**src/rtl/mem_access.sv**
```systemverilog
// Load/store unit of the MEM stage: sizes, aligns and issues one memory
// request per op, stalls until ack. Optional MISALIGN_TRAP_EN traps misalignment.
module mem_access (
    input  logic        clk_i,
    input  logic        rst_i,
    input  logic        MemRead_i,
    input  logic        MemWrite_i,
    input  logic [2:0]  funct3_i,
    input  logic [31:0] ALUres_i,
    input  logic [31:0] MemWdata_i,
    input  logic        WB_i,
    input  logic        WBSrc_i,
    input  logic [4:0]  rd_addr_i,
    output logic        mem_req_o,
    output logic        mem_we_o,
    output logic [31:0] mem_addr_o,
    output logic [31:0] mem_wdata_o,
    output logic [3:0]  mem_wstrb_o,
    input  logic        mem_ack_i,
    input  logic [31:0] mem_rdata_i,
    output logic [31:0] MemRdata_o,
    output logic [31:0] ALUres_o,
    output logic [4:0]  rd_addr_o,
    output logic        WBSrc_o,
    output logic        WB_o,
`ifdef MISALIGN_TRAP_EN
    output logic        misalign_o,
`endif
    output logic        stall_o
);

    typedef enum logic [1:0] {IDLE, WAIT, DONE} state_t;

    state_t      state;
    state_t      state_nx;
    logic [31:0] data_q;
    logic [31:0] load_data;
    logic [7:0]  lane_byte;
    logic [15:0] lane_half;
    logic        op;
    logic        is_store;
    logic        is_load;
    logic        trap;
    logic        capture;
    logic        req;
    logic        stall;

    // A write wins over a simultaneous read
    assign op       = MemRead_i | MemWrite_i;
    assign is_store = MemWrite_i;
    assign is_load  = MemRead_i & ~MemWrite_i;

`ifdef MISALIGN_TRAP_EN
    logic mis;

    // Misalignment only matters for half and word accesses
    always_comb begin
        mis = 1'b0;
        unique case (funct3_i[1:0])
            2'b01:   mis = ALUres_i[0];
            2'b10:   mis = ALUres_i[1:0] != 2'b00;
            default: mis = 1'b0;
        endcase
    end

    assign trap       = op & mis;
    assign misalign_o = rst_i & (state == IDLE) & trap;
`else
    assign trap = 1'b0;
`endif

    // Pick the addressed byte and half out of the returned word
    always_comb begin
        lane_byte = 8'h00;
        unique case (ALUres_i[1:0])
            2'b00: lane_byte = mem_rdata_i[7:0];
            2'b01: lane_byte = mem_rdata_i[15:8];
            2'b10: lane_byte = mem_rdata_i[23:16];
            2'b11: lane_byte = mem_rdata_i[31:24];
        endcase
        lane_half = ALUres_i[1] ? mem_rdata_i[31:16] : mem_rdata_i[15:0];
    end

    // Sign- or zero-extend according to funct3[2]
    always_comb begin
        load_data = mem_rdata_i;
        unique case (funct3_i[1:0])
            2'b00:
                load_data = {{24{~funct3_i[2] & lane_byte[7]}}, lane_byte};
            2'b01:
                load_data = {{16{~funct3_i[2] & lane_half[15]}}, lane_half};
            default:
                load_data = mem_rdata_i;
        endcase
    end

    // Store strobes and lane-replicated write data
    always_comb begin
        mem_wstrb_o = 4'b0000;
        mem_wdata_o = MemWdata_i;
        unique case (funct3_i[1:0])
            2'b00: begin
                mem_wstrb_o = 4'b0001 << ALUres_i[1:0];
                mem_wdata_o = {4{MemWdata_i[7:0]}};
            end
            2'b01: begin
                mem_wstrb_o = ALUres_i[1] ? 4'b1100 : 4'b0011;
                mem_wdata_o = {2{MemWdata_i[15:0]}};
            end
            default: begin
                mem_wstrb_o = 4'b1111;
                mem_wdata_o = MemWdata_i;
            end
        endcase
        if (!is_store) mem_wstrb_o = 4'b0000;
    end

    // Next state, request, stall and read-data mux
    always_comb begin
        state_nx   = state;
        req        = 1'b0;
        stall      = 1'b0;
        capture    = 1'b0;
        MemRdata_o = 32'h0;
        unique case (state)
            IDLE: begin
                if (op && !trap) begin
                    req      = 1'b1;
                    stall    = 1'b1;
                    capture  = mem_ack_i;
                    state_nx = mem_ack_i ? DONE : WAIT;
                end
            end
            WAIT: begin
                req   = 1'b1;
                stall = 1'b1;
                if (mem_ack_i) begin
                    capture  = 1'b1;
                    state_nx = DONE;
                end
            end
            DONE: begin
                MemRdata_o = data_q;
                state_nx   = IDLE;
            end
            default: state_nx = IDLE;
        endcase
    end

    assign mem_req_o  = req & rst_i;
    assign stall_o    = stall & rst_i;
    assign mem_we_o   = mem_req_o & is_store;
    assign mem_addr_o = {ALUres_i[31:2], 2'b00};
    assign WB_o       = WB_i & ~stall_o & ~trap;
    assign ALUres_o   = ALUres_i;
    assign rd_addr_o  = rd_addr_i;
    assign WBSrc_o    = WBSrc_i;

    // State register
    always_ff @(posedge clk_i or negedge rst_i) begin
        if (!rst_i) state <= IDLE;
        else        state <= state_nx;
    end

    // Load result captured in the ack cycle; stores return zero
    always_ff @(posedge clk_i or negedge rst_i) begin
        if (!rst_i)       data_q <= 32'h0;
        else if (capture) data_q <= is_load ? load_data : 32'h0;
    end

endmodule
```
**config.mk**
```make
export PLATFORM = sky130hd
export DESIGN_NAME = mem_access
export DESIGN_NICKNAME = d
export VERILOG_FILES = /design/src/rtl/mem_access.sv
export SDC_FILE = /design/constraint.sdc
export NUM_CORES = 1
export LEC_CHECK = 0
export ABC_AREA = 0
export CORE_MARGIN = 5
export CORE_UTILIZATION = 36
export DETAILED_ROUTE_END_ITERATION = 6
export PLACE_DENSITY = 0.95
export SLEW_MARGIN = 20
export SYNTH_ARGS = -nofsm -noshare
export SYNTH_HDL_FRONTEND = slang
export SYNTH_SLANG_ARGS = --single-unit
```
**constraint.sdc**
```tcl
create_clock -name clk_i -period 3.47 [get_ports clk_i]
set_input_delay 0.694 -clock clk_i [delete_from_list [all_inputs] [get_ports clk_i]]
set_output_delay 0.694 -clock clk_i [all_outputs]
set_load 0.03 [all_outputs]
```
Yosys cells after proc, flatten, opt, wreduce, memory -nomap -nowiden
Index checks and enable logic that the tools add are counted.

Register bits after elaboration: 34. Input bits: 111. Output and inout bits: 142. Word-level logic and storage cells: 43.

Equality and inequality tests: 8. Shift operators: 1. Multiplexer cells: 18. Bitwise logic cells: 10. Reduce and logical (&&, ||, !) cells: 4.

Operators by type and width (count): one-hot mux 32 bit (2 select lines) (2); 2-to-1 mux 32 bit (2); one-hot mux 8 bit (4 select lines) (1); 2-to-1 mux 16 bit (1); 2-to-1 mux 4 bit (2); one-hot mux 4 bit (2 select lines) (1); bitwise AND 1 bit (6); == test 2 x 1 -> 1 bit (second input constant) (3); == test 2 bit (second input constant) (3); zero test 2 bit (3); 2-to-1 mux 2 bit (3); != test 2 bit (second input constant) (2); one-hot mux 1 bit (2 select lines) (2); one-hot mux 2 bit (2 select lines) (1); << shifter 1 x 2 -> 4 bit (first input constant) (1); 2-to-1 mux 1 bit (3); NOT 1 bit (3); AND reduction 2 bit (1); bitwise OR 1 bit (1).

Depth between registers and ports, before layout
Depth after elaboration: 6. Depth in mapped cells: 6. Gate-level depth less buffers: 4.

Worst setup path before layout
Ideal clock, no wire load.

Kind: input-to-output. Start point: input port funct3_i[1]. End point: output port mem_wdata_o[30]. Data arrival time: 2.139 ns. Required time: 2.776 ns. Setup slack: 0.637 ns. Stages: 5. Path buffers: 4. Cells stage by stage: buf_6 clkbuf_1 buf_1 clkbuf_1 o21ai_0.

Cells in the longest elaborated chain, start to end: 2. Elaborated cells on any way between the ends: 3. Those cells by class: eq/ne: 1; mux: 1; reduce/logical: 1.

RTL lines: from (decl) (line 8) `input logic [2:0] funct3_i,`; == test 2 x 1 -> 1 bit or zero test 2 bit (tied branches) (line 101) `unique case (funct3_i[1:0])`; one-hot mux 32 bit (2 select lines) (*) (line 101); to (decl) (line 17) `output logic [31:0] mem_wdata_o,`.

Every way passes the cells marked *; elsewhere a longest branch is shown, timed or not.

Final worst setup path
Start point: input port MemWrite_i. End point: output port WB_o.

Cells in the longest elaborated chain, start to end: 6.

RTL lines: from (decl) (line 7) `input logic MemWrite_i,`; bitwise OR 1 bit (line 49) `assign op = MemRead_i | MemWrite_i;`; 2-to-1 mux 1 bit (line 127) `if (op && !trap) begin`; one-hot mux 1 bit (2 select lines) (line 125) `unique case (state)`; bitwise AND 1 bit (line 151) `assign stall_o = stall & rst_i;`; NOT 1 bit (line 154) `assign WB_o = WB_i & ~stall_o & ~trap;`; bitwise AND 1 bit (line 154); to (decl) (line 25) `output logic WB_o,`.

Every way passes these cells.

==> metrics.yaml <==
final_layout:
  multi_input_area_um2: 1510
  fin_area_um2: 4140
  area_growth_pct: 33.7
  layout.cells.non_filler: 522
  num-nets-final: 527
  seq_area_um2: 851
  nFillCells: 778
  n_antenna_cell: 0
  drive_above_1_share_pct: 14.9
power:
  power_w: 0.00125
  p_switching_w: 0.000422
  p_seq_share_pct: 36.2
  swShare_pct: 33.9
  p_per_area_nw_per_um2: 301
  p_comb_share_pct: 39.3
  vdd_drop_max_v: 0.000176
  clockPowerShare_pct: 24.4
  power.leakage_nw: 1.80
  intPower_w: 0.000824
synth:
  avgSynthCellArea_um2: 8.79
  syn_area_um2: 3100
  ys_types: 38
  ys_ff_latch: 34
  synth_top_cell_by_area: "dfrtp_1"
  ys_seq_area_share_pct: 27.5
  synth_area_leaders: "dfrtp_1 (27%), buf_4 (19%), mux2_2 (8.4%)"
  syn_inst: 352
  synth_warnings: 0
  yosysTopAreaCellShare_pct: 27.5
worst_setup_path:
  start_kind: "input port"
  cp_common_cell: "clkdlybuf4s50_1"
  cp_slowest_stage_delay_ns: 0.67
  cp_max_fo: 7
  cp-end-kind: "output pin"
  path_class: "input port to output pin"
  cpMaxStageDelayCell: "clkdlybuf4s50_1"
  crit_start: "MemWrite_i"
  r2r_start: "state[1]"
  critPathRequiredTime_ns: 2.78
  worstPathCellList: "clkdlybuf4s50_1 -> nor3_1 -> nor3b_1 -> nor2b_1 -> clkdlybuf4s50_1"
  arrival_ns: 2.54
sta:
  fin_tns_setup_ns: 0
  period_minus_slack_ns: 3.24
  skew_ns: 0.00232
  slew_headroom_pct: 28.1
  hold_violations: 0
  max_freq_mhz: 309
  rsz0062_at_grt: "false"
  setup_slack_ns: 0.233
  finalSetupViolations: 0
  finalCritPeriodShare_pct: 93.3
  slew_violations: 0
  worst_pin_slew_ns: 1.08
clock_tree:
  clock_path_buffers: 2
  hold_buffers: 0
  htree_levels: 2
  post_cts_resized: 0
  insertion_delay_ns: 0.28
  post-cts-setup-buffers: 0
  path_clk_slew_ns: 0.07
  numCtsBuffers: 5
  cts_root_buffer: "clkbuf_8"
  cts_tree: "done"
  cts_sinks: 34
global_route:
  grt_max_degree: 35
  grt_pass1_vias: 3067
  grt_pass1_wl_mm: 16.3
  groute.usage.overall_pct: 20.1
  antenna_found_initial: 0
  grt_overflow: 0
hold_path:
  hp-class: "flip-flop to flip-flop"
  hold_path.startpoint: "data_q[7]"
floorplan:
  rows: 33
  fp.dieW_um: 103
  initial_utilization_pct: 37.3
  num_io_pins: 253
  die_area_um2: 10600
  coreArea_um2: 8300
  die_h_um: 103
placed_design:
  place.gp.congestion: 0.877
  place_area_um2: 4050
  numPlacedInstances: 514
  dp_slack_ns: 0.241
  numPortBuffers: 148
  hpwl_mm: 8.87
detailed_routing:
  dr.pass1.iters: 4
  viasPerCell: 5.47
  num_vias: 2854
  drt_iter0_markers: 179
  routed_wl_mm: 10.9
  routedWlPerCell_um: 20.9
  drc_errors: 0
  ant_nets: 0
outcome:
  outcome: "finished, final reports clean"
flow_run:
  drv_cap: 0
==> worst max-delay path: cells and delay by family <==
kind | cells | cell delay (ns)
buffers and inverters | 2 | 1.22
AND/OR/NAND/NOR | 3 | 0.62
==> power groups by stage <==
| stage | logic, W | clock network [W] | registers (W) |
|---|---|---|---|
| floorplan | 0.000411 | 0 | 0.000451 |
| global placement | 0.000481 | 0 | 0.000456 |
| detailed placement | 0.000491 | 0 | 0.000459 |
| CTS | 0.000492 | 0.000309 | 0.000451 |
| global route | 0.000522 | 0.000322 | 0.000455 |
| finish | 0.000490 | 0.000304 | 0.000451 |
==> cells in the final DEF, fill, tap and decap left out, drive strengths merged, types with 8 or more instances in the layout <==
master,instances
nand2,25
mux2i,16
dfrtp,34
o21ai,26
mux2,23
buf,27
clkdlybuf4s50,133
a221o,16
and2,34
a21o,8
a31oi,9
==> cells by family (layout without fill, tap and decap cells) <==
logic type	after synthesis	in the layout	share of synthesized area, %
buffers and inverters	109	173	23.8
and+or+nand+nor	87	87	15.8
AOI/OAI and AO/OA	81	81	18.6
muxes	40	40	14.3
DFF	34	34	27.5
other	1	2	0.121
==> final cells by class <==
class                      instances  area share (%)
clock buffer                       7            2.09
clock inverter                     1           0.121
timing repair buffer             160            37.1
multi-input combinational        210            36.5
inverter                           5           0.453
tap                              105            3.17
sequential                        34            20.6
==> cells in the mapped netlist <==
cell       count
a211oi_4       1
buf_1          1
nand3b_4       1
and2_1        33
nor2b_1        5
o21ai_0       19
nor2_2         1
and3b_1        1
conb_1         1
nand2b_1       1
nand2_1       25
o21ai_1        7
o22ai_1        7
o21a_1         2
nor3b_1        1
a221oi_1       7
a21oi_1        4
a21boi_0       1
mux2i_1       16
mux4_2         1
or3b_1         1
a221o_1       16
dfrtp_1       34
buf_6          3
a21o_1         8
inv_1          5
clkbuf_1      15
or3_4          1
or3_1          1
nor3_1         3
nor2_1         4
nand4bb_1      1
buf_2          6
mux2_2        23
and2_0         1
buf_4         79
a31oi_1        9
nand3_1        7
==> routing by layer <==
metal / share of wire [%] / GRT usage [%] / up-vias / wire (um)
li1: - / - / 1284 / -
met1: 34 / 20.7 / 1347 / 3700
met2: 53 / 38.0 / 200 / 5780
met3: 11 / 7.10 / 23 / 1180
met4: 2.4 / 6.08 / 0 / 257
met5: 0 / 0 / - / 0
==> final timing paths <==
check,endpoint,slack [ns],cells past startpoint
setup / recovery,WB_o,0.23,5
hold / removal,data_q[7],0.48,2
setup reg to reg,data_q[31],1.39,3
hold reg to reg,data_q[7],0.48,2
max in group asynchronous,data_q[15],2.27,2
min in group asynchronous,data_q[16],0.89,2
==> through the flow <==
stage / utilization [%] / hold slack (ns)
2_1_floorplan: - / 0.398
3_3_place_gp: 48.8 / 0.453
3_5_place_dp: 48.8 / 0.464
4_1_cts: 49.9 / 0.479
5_1_grt: 49.9 / 0.505
6_report: 49.9 / 0.479
==> state kept, by name, indices dropped and copies added, names as in the netlist <==
name    count
state       2
data_q     32
Note: power is estimated with default switching activity, not from simulation.
